[config.mk]
export PLATFORM = sky130hd
export DESIGN_NAME = alu_arbiter
export DESIGN_NICKNAME = d
export VERILOG_FILES = /design/src/rtl/alu_arbiter.sv
export SDC_FILE = /design/constraint.sdc
export NUM_CORES = 1
export LEC_CHECK = 0
export CORE_AREA = 5 5 106 108
export CTS_BUF_LIST = sky130_fd_sc_hd__clkbuf_16
export DETAILED_ROUTE_END_ITERATION = 8
export DIE_AREA = 0 0 111 113
export PLACE_DENSITY = 0.82
export SLEW_MARGIN = 20
export SYNTH_ARGS = -nofsm -noshare
export SYNTH_HDL_FRONTEND = slang
export SYNTH_SLANG_ARGS = --single-unit
[constraint.sdc]
create_clock -name clk -period 1.4 [get_ports clk]
set_clock_uncertainty 0.05 [all_clocks]
set_input_delay 0.14 -clock clk [delete_from_list [all_inputs] [get_ports clk]]
set_output_delay 0.14 -clock clk [all_outputs]
set_load 0.05 [all_outputs]
[src/rtl/alu_arbiter.sv]
// Two-requester round-robin front end for a shared combinational ALU.
// The single-entry response register allows one result per cycle when it is drained back-to-back.
module alu_arbiter #(
  parameter int unsigned DW        = 32,
  parameter logic [3:0]  NDEF_TYPE = 4'd8
) (
  input  logic          clk,
  input  logic          rst,
  input  logic          req0_valid,
  input  logic [3:0]    req0_type,
  input  logic [DW-1:0] req0_src1,
  input  logic [DW-1:0] req0_src2,
  output logic          req0_ready,
  input  logic          req1_valid,
  input  logic [3:0]    req1_type,
  input  logic [DW-1:0] req1_src1,
  input  logic [DW-1:0] req1_src2,
  output logic          req1_ready,
  output logic [3:0]    alu_type,
  output logic [DW-1:0] alu_src1,
  output logic [DW-1:0] alu_src2,
  input  logic [DW-1:0] alu_result,
  output logic          rsp_valid,
  output logic          rsp_id,
  output logic [DW-1:0] rsp_result,
  output logic          rsp_err,
  input  logic          rsp_ready
);

  typedef enum logic [0:0] {
    IDLE = 1'b0,
    FULL = 1'b1
  } state_t;

  state_t        state_r;
  state_t        state_nxt_s;
  logic          ptr_r;
  logic          can_issue_s;
  logic          grant_s;
  logic          winner_s;
  logic [3:0]    win_type_s;
  logic [DW-1:0] win_src1_s;
  logic [DW-1:0] win_src2_s;
  logic          undef_s;
  logic          rsp_valid_r;
  logic          rsp_id_r;
  logic [DW-1:0] rsp_result_r;
  logic          rsp_err_r;

  // Issue permission and round-robin winner selection
  always_comb begin
    can_issue_s = 1'b0;
    grant_s     = 1'b0;
    winner_s    = ptr_r;
    if (rst) begin
      can_issue_s = 1'b0;
    end else if (state_r == IDLE) begin
      can_issue_s = 1'b1;
    end else if (rsp_ready) begin
      can_issue_s = 1'b1;
    end else begin
      can_issue_s = 1'b0;
    end
    if (can_issue_s && (req0_valid || req1_valid)) begin
      grant_s = 1'b1;
      if (req0_valid && req1_valid) begin
        winner_s = ptr_r;
      end else if (req0_valid) begin
        winner_s = 1'b0;
      end else begin
        winner_s = 1'b1;
      end
    end else begin
      grant_s  = 1'b0;
      winner_s = ptr_r;
    end
  end

  // Winner payload mux
  always_comb begin
    win_type_s = req0_type;
    win_src1_s = req0_src1;
    win_src2_s = req0_src2;
    if (winner_s) begin
      win_type_s = req1_type;
      win_src1_s = req1_src1;
      win_src2_s = req1_src2;
    end else begin
      win_type_s = req0_type;
      win_src1_s = req0_src1;
      win_src2_s = req0_src2;
    end
    undef_s = (win_type_s >= NDEF_TYPE);
  end

  // Shared-ALU drive and ready strobes; the ALU sees a neutral op when nothing is granted
  always_comb begin
    alu_type   = NDEF_TYPE;
    alu_src1   = {DW{1'b0}};
    alu_src2   = {DW{1'b0}};
    req0_ready = 1'b0;
    req1_ready = 1'b0;
    if (grant_s) begin
      alu_type   = win_type_s;
      alu_src1   = win_src1_s;
      alu_src2   = win_src2_s;
      req0_ready = ~winner_s;
      req1_ready = winner_s;
    end else begin
      alu_type   = NDEF_TYPE;
      alu_src1   = {DW{1'b0}};
      alu_src2   = {DW{1'b0}};
      req0_ready = 1'b0;
      req1_ready = 1'b0;
    end
  end

  // Next-state logic
  always_comb begin
    state_nxt_s = state_r;
    case (state_r)
      IDLE: begin
        if (grant_s) begin
          state_nxt_s = FULL;
        end else begin
          state_nxt_s = IDLE;
        end
      end
      FULL: begin
        if (!rsp_ready) begin
          state_nxt_s = FULL;
        end else if (grant_s) begin
          state_nxt_s = FULL;
        end else begin
          state_nxt_s = IDLE;
        end
      end
      default: state_nxt_s = IDLE;
    endcase
  end

  // State, priority pointer and response register
  always_ff @(posedge clk) begin
    if (rst) begin
      state_r      <= IDLE;
      ptr_r        <= 1'b0;
      rsp_valid_r  <= 1'b0;
      rsp_id_r     <= 1'b0;
      rsp_result_r <= {DW{1'b0}};
      rsp_err_r    <= 1'b0;
    end else begin
      state_r <= state_nxt_s;
      if (grant_s) begin
        ptr_r        <= ~winner_s;
        rsp_valid_r  <= 1'b1;
        rsp_id_r     <= winner_s;
        rsp_err_r    <= undef_s;
        // An undefined op returns zero whatever the ALU produced for it
        rsp_result_r <= undef_s ? {DW{1'b0}} : alu_result;
      end else if ((state_r == FULL) && rsp_ready) begin
        rsp_valid_r <= 1'b0;
      end else begin
        rsp_valid_r <= rsp_valid_r;
      end
    end
  end

  assign rsp_valid  = rsp_valid_r;
  assign rsp_id     = rsp_id_r;
  assign rsp_result = rsp_result_r;
  assign rsp_err    = rsp_err_r;

endmodule

==> reports/results.ini <==
[global_routing]
grt_pass1_vias=3470
grt_pass1_wl_mm=22.7
grt_usage_pct=23.5
grt_max_degree=20
overflow=0
antenna_found_initial=4

[clocking]
cts_tree=yes
cts-root-buf=clkbuf_16
clk_latency_ns=0.28
cts_made_buffers=5
clock_path_buffers=2
clk_pin_slew_ns=0.06
h-tree-depth=2
hold_buffers=0
cts.sinks=37

[pwr]
power.density_nw_per_um2=752
total_power_uw=5400
ir_drop_v=0.000923
power_leakage_uw=0.00303

[synth]
synth_cell_type_count=20
synthMuxAreaShare_pct=0
syn_inst=180
synth-adder-area-share_pct=0
synth-compound-area-share_pct=49.2
synth_warnings=0
avgSynthCellArea_um2=10.7
syn_area_um2=1920
synth_nets=353
synth-simple-area-share_pct=4.36
yosysSeqAreaShare_pct=38.5
synth_top_family_by_area=compound AO/OA/AOI/OAI gates
synth-seq-cells=37
synthXorXnorAreaFrac_pct=0

[detailed_routing]
vias=2981
wl_mm=15.9
detail-route-antenna-nets=0
first_pass_iters=4
avgRoutedWirePerCell_um=25.5
drt-initial-drc-count=96
routed_via_density=4.79
drc=0

[worst_setup_path]
rr_endpoint=rsp_result[0]$_SDFFE_PP0P_
criticalPathCategory=flop to output port
ff2ff_setup_slack_ns=-0.40
worstSetupEndpointType=output port
required_ns=1.21
crit_fanout=9
r2r_cells=10
cp-startpoint=state_r$_SDFF_PP0_
cp.arrival_ns=1.71
r2r_start=state_r$_SDFF_PP0_
crit_path_start_kind=flop

[hold_path]
hold_start=rsp_ready
hold_depth=2
hold_class=input pin to flop
whs_endpoint=rsp_valid$_SDFFE_PP0P_

[layout]
area_delta_synth_final_pct=274
fin_nets=658
drive_above_1_share_pct=48.4
final_cell_count_no_fill=622
num_antenna_cells=0
post-route-util_pct=70.9

[floorplanning]
initial_utilization_pct=19.0
core-area_um2=10100
num_rows=37
die_h_um=113
io_pins=278
die_w_um=111
dieArea_um2=12500

[timing]
finalHoldViolCount=0
fmax_ghz=0.526
rsz0062_at_grt=true
finalSetupViolCount=102
tns_ns=-43.75
setup_ws_ns=-0.501
worst_pin_slew_ns=0.464
finalCriticalPeriod_ns=1.90
fin_crit_sh_pct=136
drv_slew=0
slew_headroom_pct=69.0

[run]
cap_violations=0

[placement]
hpwlAfterDp_mm=11.2
portBuffers=277
placed_cells=591
place_congestion=0.834
post-place-ws_ns=-0.834

[outcome]
outcome=finished, violations left
violations=negative setup slack

==> cells by family (layout without fill, tap and decap cells) <==
| group | Yosys count | count (layout) |
|---|---|---|
| AOI/OAI and AO/OA | 108 | 108 |
| buffers and inverters | 23 | 328 |
| DFF | 37 | 37 |
| and+or+nand+nor | 12 | 13 |
==> report_power, final <==
group	switching, uW	internal [uW]
clock	459	843
combinational	1310	1600
sequential	77.8	1120
total	1840	3560
==> area by class of cell <==
type / count / area, um2
fillers: 612 / 2950
multi-input cells: 121 / 1670
repair buffers: 318 / 4420
clock buffers: 5 / 125
well taps: 136 / 170
flip-flops and latches: 37 / 746
clock inverters: 3 / 46.3
inverters: 2 / 15.0
==> state kept, by name, summed over array words and instances (netlist names) <==
name        flops
state_r         1
ptr_r           1
rsp_id          1
rsp_err         1
rsp_valid       1
rsp_result     32
==> cells in the mapped netlist (all sizes together) <==
master | instances | share of area, %
a22o | 99 | 45
dfxtp | 37 | 39
buf | 21 | 7.5
nor2 | 5 | 1.1
a21oi | 4 | 1.0
a311oi | 2 | 0.91
inv | 2 | 0.39
nand2 | 2 | 0.39
nand2b | 2 | 1.2
nand3 | 2 | 1.4
nor3 | 1 | 0.26
o21a | 1 | 0.39
o22ai | 1 | 0.33
o32ai | 1 | 1.4
==> worst max-delay path by stage <==
stage | endpoint | slack (ns) | depth (start not counted)
after detailed placement | rsp_result[14]$_SDFFE_PP0P_ | -0.83 | 5
after CTS | alu_type[0] | -0.48 | 8
after global routing | alu_src1[14] | -0.54 | 8
after floorplan | alu_type[3] | -0.04 | 5
after global placement | rsp_result[18]$_SDFFE_PP0P_ | -0.66 | 5
final | alu_src1[21] | -0.50 | 8
==> worst max-delay path: stages (launching register included) <==
cell and delay, ns:
dfxtp_4 0.36, nand2b_4 0.06, buf_6 0.13, buf_4 0.13
nand3_4 0.11, inv_8 0.08, clkbuf_16 0.18, a22o_4 0.24
buf_12 0.15
==> per-layer routing <==
| layer | routed length [um] | vias up | global-route usage (%) |
|---|---|---|---|
| li1 | - | 1358 | - |
| met1 | 5240 | 1423 | 22.4 |
| met2 | 8810 | 167 | 46.2 |
| met3 | 1510 | 25 | 10.5 |
| met4 | 255 | 8 | 5.01 |
| met5 | 51 | - | 0 |
==> repair_timing <==
action / in CTS / in global routing
gates resized for setup: 63 / 18
hold endpoints to repair: 0 / 0
setup buffers: 9 / 3
pin swaps: 29 / 3
gates cloned: 9 / 2
endpoints found under the setup margin: 102 / 104
==> through the flow <==
| stage | instance area, um2 | hold slack [ns] |
|---|---|---|
| CTS | 7010 | 0.184 |
| detailed placement | 6270 | 0.442 |
| global placement | 6270 | 0.421 |
| global route | 7180 | 0.208 |
| finish | 7180 | 0.196 |
| floorplan | 2270 | 0.198 |
==> layout by cell type, fill, tap and decap left out, types with 3 or more instances in the layout <==
cell	count
clkdlybuf4s50_1	169
dfxtp_1	35
buf_6	12
buf_12	109
buf_16	7
a22o_1	32
nor2_4	3
clkbuf_16	7
nor2_1	3
a22o_4	67
buf_4	14
a21oi_1	3
Note: power is estimated with default switching activity, not from simulation.
